==> config.mk <==
export PLATFORM = sky130hd
export DESIGN_NAME = audio_gain_stage
export DESIGN_NICKNAME = d
export VERILOG_FILES = /design/src/rtl/audio_pkg.sv /design/src/rtl/audio_gain_sat.sv /design/src/rtl/audio_gain_stage.sv
export SDC_FILE = /design/constraint.sdc
export NUM_CORES = 2
export LEC_CHECK = 0
export ABC_AREA = 1
export CAP_MARGIN = 20
export CORE_MARGIN = 10
export CORE_UTILIZATION = 40
export DETAILED_ROUTE_END_ITERATION = 8
export DONT_BUFFER_PORTS = 1
export RECOVER_POWER = 25
export SLEW_MARGIN = 25
export SYNTH_ARGS = -nofsm -noshare
export SYNTH_HDL_FRONTEND = slang
export SYNTH_SLANG_ARGS = --single-unit
export TNS_END_PERCENT = 10
==> constraint.sdc <==
create_clock -name CLOCK_50 -period 5 [get_ports CLOCK_50]
set_clock_uncertainty 0.05 [all_clocks]
set_input_delay 0.5 -clock CLOCK_50 [delete_from_list [all_inputs] [get_ports CLOCK_50]]
set_output_delay 0.5 -clock CLOCK_50 [all_outputs]
set_load 0.01 [all_outputs]
==> src/rtl/audio_pkg.sv <==
// audio_pkg: shared FSM states, Q1.7 unity constant, sample type and signed clamp helper for audio_gain_stage
package audio_pkg;

  localparam int DATA_W = 32;
  localparam int SAT_W = 128;
  localparam logic [7:0] UNITY_Q7 = 8'd128;

  typedef logic signed [DATA_W-1:0] sample_t;

  typedef enum logic [2:0] {
    IDLE,
    CAPTURE,
    MUL1,
    MUL2,
    SAT,
    WAIT_OUT,
    WRITE
  } state_t;

  // Clamp a wide signed value into the signed range of a w-bit word.
  function automatic logic signed [SAT_W-1:0] sat_clamp(input logic signed [SAT_W-1:0] v, input int w);
    logic signed [SAT_W-1:0] hi;
    logic signed [SAT_W-1:0] lo;
    hi = (SAT_W'(1) <<< (w - 1)) - SAT_W'(1);
    lo = ~hi;
    return (v > hi) ? hi : (v < lo) ? lo : v;
  endfunction

endpackage

==> src/rtl/audio_gain_sat.sv <==
// audio_gain_sat: one channel of the gain multiply and Q1.7 rescale with saturation and clip detect
module audio_gain_sat
  import audio_pkg::*;
#(
  parameter int DATA_W = 32,
  parameter int GAIN_W = 8
) (
  input  logic                     CLOCK_50,
  input  logic                     resetn,
  input  logic                     mul_en,
  input  logic signed [DATA_W-1:0] sample,
  input  logic        [GAIN_W:0]   eff_gain,
  output logic signed [DATA_W-1:0] res,
  output logic                     clip_hit
);

  localparam int P_W = DATA_W + GAIN_W + 2;

  logic signed [P_W-1:0]   prod;
  logic signed [SAT_W-1:0] scaled;
  logic signed [SAT_W-1:0] clamped;

  // full-precision product, captured once per frame in MUL2
  always_ff @(posedge CLOCK_50 or negedge resetn)
    if (!resetn) prod <= '0;
    else if (mul_en) prod <= P_W'(sample) * P_W'($signed({1'b0, eff_gain}));

  // arithmetic shift drops the Q1.(GAIN_W-1) fraction, rounding toward -inf
  always_comb begin
    scaled   = SAT_W'(prod >>> (GAIN_W - 1));
    clamped  = sat_clamp(scaled, DATA_W);
    res      = DATA_W'(clamped);
    clip_hit = clamped != scaled;
  end

endmodule

==> src/rtl/audio_gain_stage.sv <==
// audio_gain_stage: N-channel codec gain stage with mute ramp, saturation and clip flags; AUDIO_GAIN_SOFT_MUTE_EN selects soft ramp over hard mute
module audio_gain_stage
  import audio_pkg::*;
#(
  parameter int DATA_W    = 32,
  parameter int NUM_CH    = 2,
  parameter int GAIN_W    = 8,
  parameter int RAMP_STEP = 8
) (
  input  logic                     CLOCK_50,
  input  logic                     resetn,
  input  logic                     audio_in_available,
  input  logic                     audio_out_allowed,
  output logic                     read_audio_in,
  output logic                     write_audio_out,
  input  logic [NUM_CH*DATA_W-1:0] audio_in,
  output logic [NUM_CH*DATA_W-1:0] audio_out,
  input  logic [GAIN_W-1:0]        gain,
  input  logic                     mute_req,
  output logic [NUM_CH-1:0]        clip,
  input  logic                     clip_clr,
  output logic                     busy
);

  state_t                   state;
  logic [NUM_CH*DATA_W-1:0] sample_q;
  logic [NUM_CH*DATA_W-1:0] res;
  logic [NUM_CH-1:0]        hit;
  logic [GAIN_W-1:0]        gain_q;
  logic [GAIN_W:0]          eff_gain;
  logic [7:0]               ramp;
  logic                     out_go;

  if (RAMP_STEP < 1 || RAMP_STEP > 128) begin : g_bad_ramp_step
    $error("RAMP_STEP must lie in 1..128");
  end

  assign out_go = (state == SAT || state == WAIT_OUT) && audio_out_allowed;

  // handshake FSM; read/write strobes and busy are registered with the state
  always_ff @(posedge CLOCK_50 or negedge resetn)
    if (!resetn) begin
      state           <= IDLE;
      read_audio_in   <= 1'b0;
      write_audio_out <= 1'b0;
      busy            <= 1'b0;
    end else begin
      read_audio_in   <= 1'b0;
      write_audio_out <= 1'b0;
      case (state)
        IDLE: if (audio_in_available) begin
          state         <= CAPTURE;
          read_audio_in <= 1'b1;
          busy          <= 1'b1;
        end
        CAPTURE: state <= MUL1;
        MUL1:    state <= MUL2;
        MUL2:    state <= SAT;
        SAT, WAIT_OUT: if (audio_out_allowed) begin
          state           <= WRITE;
          write_audio_out <= 1'b1;
        end else state <= WAIT_OUT;
        WRITE: begin
          state <= IDLE;
          busy  <= 1'b0;
        end
        default: begin
          state <= IDLE;
          busy  <= 1'b0;
        end
      endcase
    end

`ifdef AUDIO_GAIN_SOFT_MUTE_EN
  localparam logic [8:0] STEP = 9'(RAMP_STEP);
  logic [8:0] ramp_up;
  assign ramp_up = {1'b0, ramp} + STEP;
  // mute ramp moves one step per captured frame, clamped to [0, unity]
  always_ff @(posedge CLOCK_50 or negedge resetn)
    if (!resetn) ramp <= UNITY_Q7;
    else if (state == CAPTURE)
      ramp <= mute_req ? (({1'b0, ramp} > STEP) ? ramp - STEP[7:0] : 8'd0)
                       : ((ramp_up >= {1'b0, UNITY_Q7}) ? UNITY_Q7 : ramp_up[7:0]);
  // frame capture: samples and gain frozen for the frame in flight
  always_ff @(posedge CLOCK_50 or negedge resetn)
    if (!resetn) begin
      sample_q <= '0;
      gain_q   <= '0;
    end else if (state == CAPTURE) begin
      sample_q <= audio_in;
      gain_q   <= gain;
    end
`else
  assign ramp = UNITY_Q7;
  // frame capture: hard mute folds into the latched gain so no ramp state exists
  always_ff @(posedge CLOCK_50 or negedge resetn)
    if (!resetn) begin
      sample_q <= '0;
      gain_q   <= '0;
    end else if (state == CAPTURE) begin
      sample_q <= audio_in;
      gain_q   <= mute_req ? '0 : gain;
    end
`endif

  // effective gain = gain scaled by the Q1.7 ramp
  always_ff @(posedge CLOCK_50 or negedge resetn)
    if (!resetn) eff_gain <= '0;
    else if (state == MUL1)
      eff_gain <= (GAIN_W+1)'(((GAIN_W+8)'(gain_q) * (GAIN_W+8)'(ramp)) >> 7);

  for (genvar c = 0; c < NUM_CH; c++) begin : g_ch
    audio_gain_sat #(
      .DATA_W(DATA_W),
      .GAIN_W(GAIN_W)
    ) u_sat (
      .CLOCK_50(CLOCK_50),
      .resetn  (resetn),
      .mul_en  (state == MUL2),
      .sample  (sample_q[c*DATA_W +: DATA_W]),
      .eff_gain(eff_gain),
      .res     (res[c*DATA_W +: DATA_W]),
      .clip_hit(hit[c])
    );
  end

  // output register updates only on the edge into WRITE and holds otherwise
  always_ff @(posedge CLOCK_50 or negedge resetn)
    if (!resetn) audio_out <= '0;
    else if (out_go) audio_out <= res;

  // sticky clip flags; a same-cycle clear wins over a new set
  always_ff @(posedge CLOCK_50 or negedge resetn)
    if (!resetn) clip <= '0;
    else if (clip_clr) clip <= '0;
    else if (state == SAT) clip <= clip | hit;

endmodule

Word level (Yosys, flattened, before mapping) --
Cells that the tools add are included.
Operators by class: $lt $le $gt $ge 4, multiplexer cells 16, multipliers 2, div/mod/pow operators 0, eq/ne operators 8, bitwise logic cells 2, shift operators 0, reductions and logical operators 7, $add $sub $neg 0
Operator list (number):
- 2-to-1 mux 128 bit | 4
- inequality test 128 x 34 -> 1 bit | 2
- multiplier 32 x 9 -> 41 bit | 2
- greater-than comparator 34 x 32 -> 1 bit, second input constant | 2
- less-than comparator 34 x 32 -> 1 bit, second input constant | 2
- case mux 3 bit (5 select lines) | 1
- 2-to-1 mux 8 bit | 1
- equality test 3 x 2 -> 1 bit, second input constant | 2
- equality test 3 bit, second input constant | 2
- 2-to-1 mux 2 bit | 3
- 2-to-1 mux 1 bit | 5
- OR reduction 5 bit | 1
- equality test 3 x 1 -> 1 bit, second input constant | 1
- logical NOT 3 bit | 1
- 2-to-1 mux 3 bit | 1
- inequality test 2 bit, second input constant | 1
- bitwise OR 2 bit | 1
- case mux 1 bit (2 select lines) | 1
- AND reduction 2 bit | 1
- nonzero test 2 bit | 1
- OR reduction 2 bit | 1
- logical AND 1 bit | 1
- logical OR 1 bit | 1
- inverter 1 bit | 1
Storage, ports and cells: memories 0, register bits after elaboration 234, logic and storage cells 50, ROM bits 0, output and inout port bits 69, RAM bits 0, bits of input ports 78, bits in latches 0

Depth between registers and ports, before layout --
depth in word-level cells 7, gate-level depth with buffers 26, mapped depth without buffers 24

By module --
Synthesis repeated with hierarchy kept, for this count alone.
Unflattened totals: cell total of the unflattened synthesis 4226, area total of the unflattened synthesis 31158.6 um2
By module, submodules not included:
- audio_gain_sat (g_ch[0].u_sat) | seq. area each 875.8 um2, cells each 1797, instances 1, area an instance 12699.7 um2
- audio_gain_sat (g_ch[1].u_sat) | seq. area each 875.8 um2, cells each 1768, instances 1, area an instance 12560.8 um2
- audio_gain_stage | seq. area each 3803.6 um2, cells each 661, instances 1, area an instance 5898.2 um2

Worst setup path after synthesis --
Ideal clock, no wire load.
path type register -> register, start point register eff_gain[2], end point register, netlist name g_ch[0].u_sat.prod[40], library setup time 0.131 ns, buffers on the path 2, required time 4.819 ns, arrival 4.447 ns, setup slack 0.372 ns, stages on the path, launching flop included 21, period minus slack after synthesis 4.628 ns, cell sequence dfrtp_1 -> clkbuf_1 -> buf_1 -> nand2_1 -> fa_1 -> inv_1 -> fa_1 -> fa_1 -> inv_1 -> fa_1 -> inv_1 -> ha_1 -> inv_1 -> nor3_1 -> nand2_1 -> nor2_1 -> nand4_1 -> nand3_1 -> nand2_1 -> nand3_1 -> o21ai_0
On the way: longest elaborated chain between the ends 1
Ends and longest elaborated chain:
- start, declared | line audio_gain_stage.sv:30 | logic [GAIN_W:0] eff_gain;
- start signal, assigned | line audio_gain_stage.sv:110 | eff_gain <= (GAIN_W+1)'(((GAIN_W+8)'(gain_q) * (GAIN_W+8)'(ramp)) >> 7);
- multiplier 32 x 9 -> 41 bit | line audio_gain_sat.sv:26 | else if (mul_en) prod <= P_W'(sample) * P_W'($signed({1'b0, eff_gain}));
No other way between the ends. A chain may end at the register's enable or synchronous reset.

Worst setup path after layout --
start point register eff_gain[0], end point register g_ch[0].u_sat.prod[30]
On the way: longest elaborated chain between the ends 1
Ends and longest elaborated chain:
- multiplier 32 x 9 -> 41 bit | line audio_gain_sat.sv:26
- end signal, assigned | line audio_gain_sat.sv:26
- end, declared | line audio_gain_sat.sv:19 | logic signed [P_W-1:0] prod;
No other way between the ends.

==> results.yml <==
timing:
  fmax_mhz: 204.8
  finalCritPeriodShare_pct: 97.67
  final-setup-viol-count: 0
  whs_ns: -0.4266
  slew_violations: 0
  rsz0062_at_grt: "true"
  max_slew.worst_pin.slew_ns: 0.9079
  min_period_ns: 4.884
  slew-limit-headroom_pct: 39.47
  hold_violations: 220
detailed_routing:
  drtIter0Drc: 1692
  drcViolationCount: 0
  vias_per_cell: 4.775
  postRouteAntennaNets: 0
  wl_per_cell_um: 16.04
  wl_mm: 76.54
  num_vias: 22790
  dr.pass1.iters: 6
layout:
  antenna_cells: 0
  syn2layout_area_growth_pct: 11.93
  layout.nets: 4454
  instances_no_fill: 4772
  layout-drive-gt1-share_pct: 6.899
worst_setup_path:
  r2r_start: "eff_gain[0]"
  cp_cell_sequence: "buf_12 -> buf_12 -> nand2_1 -> fa_1 -> inv_1 -> fa_1 -> fa_1 -> inv_1 -> fa_1 -> inv_1 -> ha_1 -> a21oi_1 -> o21ai_0 -> a21oi_1 -> a21boi_1 -> nand3b_1 -> nand3_1 -> o21ai_0"
  cp.arrival_ns: 5.28
  max_stage_delay_ns: 0.56
  crit_fanout: 20
  cp_slowest_cell: "fa_1"
  required_ns: 5.40
  critical_path_depth: 18
  worst_setup_path_start_kind: "flop"
  cp_num_buf_inv: 5
  crit_top_cell: "fa_1"
  crit_family: "adder cells"
  worstSetupPathType: "flop to flop"
  crit_end: "g_ch[0].u_sat.prod[30]"
  rrSetupSlack_ns: 0.12
  startpoint: "eff_gain[0]"
  rr_worst_depth: 18
  endpoint_kind: "flop"
  rr_endpoint: "g_ch[0].u_sat.prod[30]"
synthesis:
  netlist_area_mm2: 0.02801
  yosysTopAreaCellShare_pct: 28.16
  synth_seq_cells: 220
  yosysSeqAreaShare_pct: 19.65
  synth_compound_area_share_pct: 6.584
  yosys.area_share.xor_xnor_pct: 1.282
  synthMuxAreaShare_pct: 0
  synth_top_cell_by_area: "fa_1"
  synth_top_family_by_area: "adder cells"
  yosys_warnings: 0
  yosys.area_share.simple_pct: 21.91
  synth_cell_types: 43
  synth_edf_count: 0
  synth_flop_cell: "dfrtp_1"
  synth_area_per_cell_um2: 7.341
  synth_fa_ha_area_share_pct: 35.21
  synthTopCellsByArea: "fa_1 28%, dfrtp_1 20%, nand2_1 16%, inv_1 13%, ha_1 7.1%"
  syn_inst: 3816
  postSynthNetCount: 4446
  synth-async-reset-ratio_pct: 100.0
floorplanning:
  start_util_pct: 40.56
  core-area_mm2: 0.06907
  die_area_mm2: 0.08102
  dieHeight_um: 284.6
  placement_rows: 96
  io_pins: 147
  fp.dieW_um: 284.6
cts:
  clk_latency_ns: 0.59
  cts.htree.levels: 1
  root_buffer: "clkbuf_16"
  clock_path_buffers: 3
  clkSlewWorstSetupHoldPaths_ns: 0.07
  cts_hold_buf: 71
  cts_tree: "yes"
  cts_inserted_buffers: 27
  cts.sinks: 220
place:
  globalplace.congestion: 0.9186
  dp_cells: 4636
  io_buffer_count: 0
  dpl.hpwl_mm: 59.39
global_routing:
  grt_pass1_wl_mm: 123.1
  grt_pass1_vias: 22620
  grt_usage_pct: 18.38
  overflow: 0
  grt_max_degree: 221
  antenna_found_initial: 0
status:
  status: "complete, but fails checks"
  violations: "negative hold slack"
hold_path:
  hold_class: "input port to asynchronous set/reset pin"
job:
  maxCapViolCount: 0
==> cells in the mapped netlist, types with 2 or more instances <==
| cell | n |
|---|---|
| nor2_2 | 2 |
| nor2_1 | 135 |
| o21ai_1 | 12 |
| nand3b_1 | 19 |
| a211oi_1 | 4 |
| inv_1 | 961 |
| o21bai_1 | 6 |
| clkbuf_1 | 119 |
| a21boi_0 | 3 |
| o21a_1 | 9 |
| buf_4 | 4 |
| nand2_4 | 3 |
| nand4_1 | 27 |
| dfrtp_1 | 220 |
| o21ai_0 | 175 |
| fa_1 | 394 |
| nor4_1 | 19 |
| buf_2 | 10 |
| nand2_1 | 1175 |
| xnor2_1 | 36 |
| a21oi_1 | 120 |
| nand3_1 | 88 |
| xor2_1 | 5 |
| ha_1 | 158 |
| or2_2 | 3 |
| a31oi_1 | 3 |
| buf_1 | 41 |
| nor3_1 | 25 |
| a21o_1 | 7 |
| nand2_2 | 20 |
==> per-layer routing <==
layer | vias to the layer above | part of all wire (%) | track usage [%]
met5 | - | 0 | 0
met4 | 0 | 1.2 | 2.805
met3 | 50 | 7.0 | 2.689
met2 | 639 | 41 | 26.17
met1 | 10920 | 51 | 29.12
li1 | 11180 | - | -
==> cell usage in the layout, fill, tap and decap left out, types with 31 or more instances in the layout <==
master            n
xnor2_1          32
fa_1            390
nand3_1          85
inv_1           960
dlygate4sd3_1    71
buf_4            59
o21ai_0         163
nand2_1        1165
nor2_1          112
a21oi_1         100
dfrtp_1         210
clkbuf_16        31
ha_1            135
==> flip-flops by register name, indices dropped and copies added (netlist names) <==
name             cells
gain_q               8
g_ch.u_sat.prod     68
audio_out           64
state                3
clip                 2
busy                 1
read_audio_in        1
write_audio_out      1
eff_gain             8
sample_q            64
==> how the worst min path moves through the flow <==
stage,end,cells past startpoint
6_report,audio_out[17],0
5_1_grt,audio_out[17],0
4_1_cts,write_audio_out,0
3_5_place_dp,audio_out[17],0
3_3_place_gp,write_audio_out,0
2_1_floorplan,audio_out[0],0
==> metrics by stage <==
step / cell area, um2 / TNS, ns / setup WS, ns / util [%] / hold slack, ns
after floorplan: 28010 / 0 / 0.3717 / - / 0.1544
after global placement: 29120 / 0 / 0.07630 / 42.16 / 0.1641
after detailed placement: 29120 / 0 / 0.05655 / 42.16 / 0.1622
after CTS: 30680 / 0 / 0.01937 / 44.42 / -0.4729
after global routing: 31350 / -0.4337 / -0.05234 / 45.40 / -0.4506
final: 31350 / 0 / 0.1163 / 45.40 / -0.4266
==> cells by family (layout without fill, tap and decap cells) <==
kind of cell,Yosys count,count (layout)
AND/OR/NAND/NOR,1520,1520
adder cells (fa/ha/maj),552,552
AO/OA/AOI/OAI,346,346
buffers and inverters,1137,1162
flip-flops,220,220
XOR/XNOR,41,41
==> area by class of cell <==
type                       instances  area [um2]
fill                            7058       37710
tap                              931        1165
inverter                         962        3611
clock inverter                     7       73.82
clock buffer                      39       780.7
timing repair buffer             154        1595
sequential                       220        5528
multi-input combinational       2459       18600
==> timing repair <==
item                       in CTS  in global routing
hold endpoints to repair      294                220
buffers inserted                0                 15
gates resized for setup         0                128
setup endpoints to repair       0                 49
Power is left out: the tool's default activity adds up to more than one toggle a clock period on the data nets, which glitch-free logic cannot reach.
